### src/rtl/parking_gate_ctrl.sv
// Shared-lane barrier controller: arbitrates entry/exit requests, opens the gate in the
// granted direction, closes on passage or timeout, and tracks lot occupancy.
module parking_gate_ctrl #(
  parameter int CAPACITY     = 15,
  parameter int CNT_W        = 4,
  parameter int OPEN_TIMEOUT = 1000,
  parameter int GUARD        = 50,
  parameter int TO_W         = 10
) (
  input  logic             clk,
  input  logic             reset,
  input  logic             req_in,
  input  logic             req_out,
  input  logic             entrada,
  input  logic             salida,
  output logic             gate_open,
  output logic             dir_in,
  output logic             dir_out,
  output logic [CNT_W-1:0] count,
  output logic             full,
  output logic             empty,
  output logic             timeout,
  output logic             dir_err
);

  typedef enum logic [1:0] {IDLE, OPEN_IN, OPEN_OUT, CLOSE} state_t;

  localparam logic [CNT_W-1:0] CAP       = CNT_W'(CAPACITY);
  localparam logic [TO_W-1:0]  OPEN_LAST = TO_W'(OPEN_TIMEOUT - 1);
  localparam logic [TO_W-1:0]  GUARD_LAST = TO_W'(GUARD - 1);
  localparam logic             LG_IN     = 1'b0;
  localparam logic             LG_OUT    = 1'b1;

  state_t          state;
  logic [TO_W-1:0] timer;
  logic            last_grant;

  logic             elig_in;
  logic             elig_out;
  logic             pass_ok;
  logic             err_next;
  logic [CNT_W-1:0] cnt_next;

  assign elig_in  = req_in && !full;
  assign elig_out = req_out && !empty;

  // Passage decoding: a pulse only counts in the matching open state and within range;
  // anything else (wrong state, simultaneous pulses, saturation) is flagged instead.
  // NOTE: every output of this block gets a default first so no latch is inferred.
  always_comb begin
    cnt_next = count;
    err_next = 1'b0;
    pass_ok  = 1'b0;
    if (entrada && salida) begin
      err_next = 1'b1;
    end else if (entrada) begin
      if (state == OPEN_IN && count != CAP) begin
        cnt_next = count + CNT_W'(1);
        pass_ok  = 1'b1;
      end else begin
        err_next = 1'b1;
      end
    end else if (salida) begin
      if (state == OPEN_OUT && count != '0) begin
        cnt_next = count - CNT_W'(1);
        pass_ok  = 1'b1;
      end else begin
        err_next = 1'b1;
      end
    end
  end

  // NOTE: sequential state uses non-blocking assignments so all registers update together.
  always_ff @(posedge clk or posedge reset) begin
    if (reset) begin
      state      <= IDLE;
      timer      <= '0;
      last_grant <= LG_IN;
      gate_open  <= 1'b0;
      dir_in     <= 1'b0;
      dir_out    <= 1'b0;
      count      <= '0;
      full       <= 1'b0;
      empty      <= 1'b1;
      timeout    <= 1'b0;
      dir_err    <= 1'b0;
    end else begin
      count   <= cnt_next;
      full    <= (cnt_next == CAP);
      empty   <= (cnt_next == '0);
      dir_err <= err_next;
      timeout <= 1'b0;

      case (state)
        IDLE: begin
          // With both eligible, round-robin favours the side not served last.
          if (elig_in && (!elig_out || last_grant == LG_OUT)) begin
            state      <= OPEN_IN;
            last_grant <= LG_IN;
            timer      <= '0;
            gate_open  <= 1'b1;
            dir_in     <= 1'b1;
            dir_out    <= 1'b0;
          end else if (elig_out) begin
            state      <= OPEN_OUT;
            last_grant <= LG_OUT;
            timer      <= '0;
            gate_open  <= 1'b1;
            dir_in     <= 1'b0;
            dir_out    <= 1'b1;
          end
        end

        OPEN_IN, OPEN_OUT: begin
          if (pass_ok || timer == OPEN_LAST) begin
            timeout   <= !pass_ok;
            state     <= CLOSE;
            timer     <= '0;
            gate_open <= 1'b0;
            dir_in    <= 1'b0;
            dir_out   <= 1'b0;
          end else begin
            timer <= timer + TO_W'(1);
          end
        end

        CLOSE: begin
          if (timer == GUARD_LAST) begin
            state <= IDLE;
            timer <= '0;
          end else begin
            timer <= timer + TO_W'(1);
          end
        end

        default: begin
          state     <= IDLE;
          timer     <= '0;
          gate_open <= 1'b0;
          dir_in    <= 1'b0;
          dir_out   <= 1'b0;
        end
      endcase
    end
  end

endmodule

### config.mk
export PLATFORM = sky130hd
export DESIGN_NAME = parking_gate_ctrl
export DESIGN_NICKNAME = d
export VERILOG_FILES = /design/src/rtl/parking_gate_ctrl.sv
export SDC_FILE = /design/constraint.sdc
export NUM_CORES = 1
export LEC_CHECK = 0
export ABC_AREA = 1
export ABC_CLOCK_PERIOD_IN_PS = 1700
export BUFFER_PORTS_ARGS = -buffer_cell sky130_fd_sc_hd__buf_4
export CORE_MARGIN = 3
export CORE_UTILIZATION = 50
export DETAILED_ROUTE_END_ITERATION = 10
export GPL_TIMING_DRIVEN = 0
export PLACE_DENSITY = 0.77
export SLEW_MARGIN = 5
export SYNTH_ARGS = -nofsm -noshare
export SYNTH_HDL_FRONTEND = slang
export SYNTH_SLANG_ARGS = --single-unit
### constraint.sdc
create_clock -name clk -period 1.7 [get_ports clk]
set_input_delay 0.51 -clock clk [delete_from_list [all_inputs] [get_ports clk]]
set_output_delay 0.51 -clock clk [all_outputs]
set_load 0.03 [all_outputs]
==> run metrics, run 1 <==
area fraction in compound gates after synthesis 0.0352; Layout Nets between 200 and 300; hold_ws 0.375 ns; total power around 3 mW; Avg Cell Area, Syn 7.20 um^2; largest family of logic cells by synthesized area simple AND/OR/NAND/NOR gates; switch share 0.504; vias per cell ~5; Cells after Synth 222; status finished clean; DR vias between 1k and 1.5k; min cycle time layout about 1.6 ns; CTS tree done; critical path data required time roughly 1.9 ns; post-synthesis simple-gate area fraction 0.403; Least-Margin Pin Slew between 0.9 and 1 ns; multiplexer share of the synthesized area 0; DRC errors left 0; CP startpoint kind flip-flop; Worst slew margin 0.391; pre-CTS setup slack between 0.02 and 0.025 ns; Psw ~1.5 mW; flip-flop and latch count after synthesis 24; input/output buffers 15; Max VDD drop 0.691 mV; Clk pwr share 0.103; fillcell total about 290; GR Util All Layers 0.172; total wire length approximately 3.2 mm; Pwr Density approximately 1600 nW/um^2; Syn Std Cell Area 1600 um^2; Synth Area in Adders 0.0626; Worst Skew about 0.0083 ns; Site Rows 19; DR iter-0 viols 119; post-synthesis xor/xnor area fraction 0.0274; synth unique cells 29; DP HPWL 2.35 mm; Placeable Area ~2900 um^2; clk root buf clkbuf_4; top-level I/O count 17; final setup margin between 0.1 and 0.15 ns; worst min path class input pin to asynchronous set/reset pin; initial antenna violation count 0; Die H 62.5 um; drt first pass iters 4; Worst Setup End Kind flip-flop; Final Cycle Share 0.922; Max Fanout on Critical Path 10; die area approximately 3900 um^2; hold buffers post-CTS 0; Int Power 1.46 mW; syn_nets roughly 240; Logic pwr share 0.600; # resized after CTS 0; gpl congestion between 0.8 and 0.9; Clock Latency Late Sink ~0.32 ns; die width 62.5 um; critical path data arrival time about 1.8 ns; pin count of the biggest net entering global routing 25; htree depth 1; WL/cell 11.2 um; final count of hold timing violations 0; Max-Cap Viols 0; Post-Route Utilization 0.631; Crit Path Category flip-flop to flip-flop; register share of total power 0.297; Slew Limit Fails 0; Post-DRT Antenna Nets 0; share of post-route cells with drive strength above 1 0.169; first-pass GRT wire length between 5 and 6 mm; Setup Buffers After CTS 0; gr ovfl total 0; # setup viols final 0; Num CTS Buffers 3; synth warn 0; register area share after synthesis 0.377; Max Clock Freq 0.638 GHz; Num Clock Sinks 24; # diodes 0; Max Root-Sink Buffers 2; Clk pin slew, worst setup/hold paths about 0.13 ns; Synth-to-Final Area Change 14.5%; number of global-route vias before repair approximately 1.3k; Post-Route Setup TNS 0 ns; initial core utilization 0.551; Leak approximately 1.0 nW
-- critical path, stage by stage, from the launching register on --
cell and delay (ns):
dfrtp_2 0.44, inv_2 0.07, ha_1 0.23, nand2_2 0.10
nand3_1 0.08, nand2_2 0.12, nand2_4 0.10, nand2_8 0.11
nand2_8 0.08, nand3_1 0.09, nand2_1 0.05
-- power by group through the flow --
stage	logic, mW	registers [mW]	clock network, mW
after global placement	1.68	0.879	0
after floorplan	1.13	1.03	0
after detailed placement	1.70	0.884	0
after global routing	1.99	0.904	0.336
after CTS	1.71	0.872	0.314
final	1.77	0.876	0.304
-- logic make-up after synthesis --
group | Yosys count
AND/OR/NAND/NOR | 135
buffers and inverters | 40
flip-flops | 24
AO/OA/AOI/OAI | 10
adder cells (fa/ha/maj) | 8
XOR/XNOR | 5
-- flip-flops by register name, indices dropped and copies added, names as in the netlist --
register    flops
count           4
dir_err         1
dir_in          1
dir_out         1
empty           1
full            1
gate_open       1
last_grant      1
state           2
timeout         1
timer          10
-- cell usage after synthesis, drive strengths merged --
cell type	number	share of area
nand4	10	0.039
nor2	18	0.044
nor3	4	0.016
buf	2	0.0063
ha	8	0.063
xor2	4	0.022
a21oi	1	0.0031
nand3b	1	0.0047
nor4	1	0.0039
nand3	27	0.097
or2	1	0.0039
o21ai	6	0.019
xnor2	1	0.0055
nand2	73	0.19
a31oi	1	0.0039
inv	37	0.087
dfstp	1	0.016
a21o	1	0.0047
dfrtp	23	0.36
a21boi	1	0.0047
clkinv	1	0.0023
-- metal layers --
layer  wire length [um]  up-vias  GRT usage
met3                109        2     0.0342
li1                   -      741          -
met2               1430       22      0.276
met1               1630      639      0.239
met4                 17        0     0.0413
met5                  0        -          0
-- path summary, 6_finish.rpt --
check | cells past startpoint | endpoint | slack [ns] | from
worst max-delay path | 10 | timer[7] | 0.13 | count[0]
worst min-delay path | 2 | timer[1] | 0.37 | reset
worst max register to register | 10 | timer[7] | 0.13 | count[0]
worst min register to register | 2 | dir_out | 0.49 | dir_out
max in group asynchronous | 2 | count[0] | 0.71 | reset
min in group clk | 2 | dir_out | 0.49 | dir_out
-- cell type report --
type,count,area [um^2],area share
plain buffers,2,10.0,0.00547
clock buffers,4,36.3,0.0198
inverters,38,146,0.0800
multi-input cells,158,860,0.470
flip-flops and latches,24,604,0.330
well taps,42,52.6,0.0287
repair buffers,15,113,0.0616
repair inverters,1,7.51,0.00410
-- stage by stage --
stage	std cells	area (um^2)
2_1_floorplan	222	1600
3_3_place_gp	279	1760
3_5_place_dp	279	1760
4_1_cts	283	1800
5_1_grt	284	1830
6_report	284	1830
-- cell usage in the layout, fill, tap and decap left out, drive strengths merged, types with 2 or more instances in the layout --
| cell | netlist | routed |
|---|---|---|
| nand2 | 73 | 73 |
| inv | 37 | 37 |
| nand3 | 27 | 27 |
| dfrtp | 23 | 23 |
| nor2 | 18 | 18 |
| buf | 2 | 17 |
| nand4 | 10 | 10 |
| ha | 8 | 8 |
| o21ai | 6 | 6 |
| xor2 | 4 | 4 |
| nor3 | 4 | 4 |
| clkbuf | 0 | 4 |
| clkinvlp | 0 | 2 |
Note: power is estimated with default switching activity, not from simulation.
==> run 2, diff against run 1 <==
--- a/config.mk
+++ b/config.mk
@@ -6,13 +6,13 @@
 export NUM_CORES = 1
 export LEC_CHECK = 0
 export ABC_AREA = 1
-export ABC_CLOCK_PERIOD_IN_PS = 1700
+export ABC_CLOCK_PERIOD_IN_PS = 1350
 export BUFFER_PORTS_ARGS = -buffer_cell sky130_fd_sc_hd__buf_4
 export CORE_MARGIN = 3
 export CORE_UTILIZATION = 50
 export DETAILED_ROUTE_END_ITERATION = 10
 export GPL_TIMING_DRIVEN = 0
-export PLACE_DENSITY = 0.77
+export PLACE_DENSITY = 0.79
 export SLEW_MARGIN = 5
 export SYNTH_ARGS = -nofsm -noshare
 export SYNTH_HDL_FRONTEND = slang
==> constraint.sdc (replaced) <==
create_clock -name clk -period 1.35 [get_ports clk]
set_input_delay 0.405 -clock clk [delete_from_list [all_inputs] [get_ports clk]]
set_output_delay 0.405 -clock clk [all_outputs]
set_load 0.03 [all_outputs]
==> run metrics, run 2 (synthesis results as in run 1) <==
Max Fanout on Critical Path 9 (-1); Die H 62.5 um (unchanged); Num Clock Sinks 24 (unchanged); Post-DRT Antenna Nets 0 (unchanged); Num CTS Buffers 3 (unchanged); Logic pwr share 0.688 (+0.088); clk root buf clkbuf_4; non-filler cells, final 304 (+7.0%); RSZ-0062 raised after global routing yes; Largest Register timer; htree depth 1 (unchanged); number of global-route vias before repair 1458 (+15%); fillcell total 191 (-33%); input/output buffers 15 (unchanged); Clk pwr share 0.078 (-0.025); register share of total power 0.235 (-0.062); Worst slew margin 0.411 (+0.0197); critical path data required time 1.57 ns (-0.35 ns); Layout Nets 277 (+7.8%); Max-Cap Viols 0 (unchanged); Max VDD drop 1.77 mV (+160%); critical path data arrival time 1.73 ns (-0.06 ns); WL/cell 14.6 um (+30%); final count of hold timing violations 0 (unchanged); Post-Route Utilization 0.779 (+0.148); vias per cell 5.26 (+6.3%); Psw 2.48 mW (+67%); Clk pin slew, worst setup/hold paths 0.14 ns (about the same); area of the multi-input gates 1070 um^2 (+24%); hold buffers post-CTS 0 (unchanged); gpl congestion 0.970 (+9.8%); crit path cell chain inv_4, ha_4, nand2_4, nand3_2, nand2_2, nand2_4, nand2_8, nand2_8, nand3_2, nand2_1; worst min path class input pin to asynchronous set/reset pin; Final Cycle Share 1.12 (+0.203); DP Cell Count 279 (unchanged); failing checks setup timing; top-level I/O count 17 (unchanged); GR Util All Layers 0.199 (+0.0272); Worst path slowest cell dfrtp_2; # diodes 0 (unchanged); CP startpoint kind flip-flop; Site Rows 19 (unchanged); Worst Setup End Kind flip-flop; DR iter-0 viols 92 (-23%); die width 62.5 um (unchanged); hold_ws 0.251 ns (-0.123 ns); switch share 0.491 (-0.0137); final setup margin -0.168 ns (-0.302 ns); Int Power 2.58 mW (+76%); Max Clock Freq 0.659 GHz (+3.2%); Clock Latency Late Sink 0.32 ns (about the same); CTS tree done; Synth-to-Final Area Change 41.4%; pin count of the biggest net entering global routing 25 (unchanged); DRC errors left 0 (unchanged); gr ovfl total 0 (unchanged); DP HPWL 2.44 mm (+4.2%); Post-Route Setup TNS -2.95 ns (-2.95 ns); biggest regs timer x10, count x4, state x2; Leak 1.18 nW (+18%); Crit Path Category flip-flop to flip-flop; min cycle time layout 1.52 ns (-0.0485 ns); die area 3910 um^2 (unchanged); Pwr Density 2240 nW/um^2 (+39%); drt first pass iters 6 (+2); first-pass GRT wire length 6.35 mm (+14%); max FFs per register 10 (unchanged); total wire length 4.42 mm (+39%); DR vias 1598 (+14%); initial antenna violation count 0 (unchanged); Max Root-Sink Buffers 2 (unchanged); Worst Skew 0.00756 ns (-0.000732 ns); Least-Margin Pin Slew 0.882 ns (-0.0296 ns); Placeable Area 2900 um^2 (unchanged); register area 611 um^2 (+1.0%); Slew Limit Fails 0 (unchanged); crit-path max cell delay 0.47 ns (+0.03 ns); most frequent cells in the layout nand2_1 (59), inv_1 (27), buf_4 (25); initial core utilization 0.551 (unchanged); total power 5.06 mW (+72%); commonest non-fill, non-tap cell in the layout nand2_1; status finished with violations; # setup viols final 24 (+24); share of post-route cells with drive strength above 1 0.385 (+0.216)
==> run 2: area by class of cell <==
class | count | area share
tap | 42 | 0.0233
inverter | 38 | 0.0698
timing repair buffer | 36 | 0.146
multi-input combinational | 159 | 0.473
clock buffer | 4 | 0.0161
buffer | 1 | 0.00221
sequential | 24 | 0.270
==> run 2: per-layer routing <==
metal | up-vias | share of wire | GRT usage
li1 | 787 | - | -
met1 | 723 | 0.43 | 0.264
met2 | 77 | 0.49 | 0.329
met3 | 11 | 0.066 | 0.0360
met4 | 0 | 0.019 | 0.0634
met5 | - | 0 | 0
==> run 2: power groups by stage <==
stage	Sequential (mW)	Combinational (mW)	Clock, mW
finish	1.19	3.48	0.393
global route	1.21	3.75	0.439
CTS	1.14	2.84	0.393
detailed placement	1.11	2.24	0
global placement	1.11	2.21	0
floorplan	1.31	1.52	0
==> run 2: critical path, delay by kind of cell (launching register included) <==
family / cells / cell delay (ns)
AND/OR/NAND/NOR: 8 / 0.68
flip-flops: 1 / 0.47
adder cells (fa/ha/maj): 1 / 0.18
buffers and inverters: 1 / 0.06
==> run 2: what timing repair did <==
action / 4_1_cts / 5_1_grt
gates resized for setup: 31 / 30
setup endpoints to repair: 26 / 29
pin swaps: 9 / 15
setup buffers: 10 / 11
gates cloned: 1 / 0
==> run 2: through the flow <==
step	worst slack [ns]	instance area, um^2
finish	-0.168	2260
global placement	-0.157	1800
CTS	-0.112	2050
detailed placement	-0.188	1800
floorplan	-0.121	1640
global route	-0.235	2260
==> run 2: path summary, 6_finish.rpt <==
check | end | start | slack, ns | cells past startpoint
max in group asynchronous | timer[0] | reset | 0.50 | 2
max reg2reg | timer[0] | count[0] | -0.17 | 10
max | timer[0] | count[0] | -0.17 | 10
min in group clk | dir_out | req_in | 0.40 | 4
min reg2reg | dir_out | dir_out | 0.49 | 2
min | last_grant | reset | 0.25 | 2
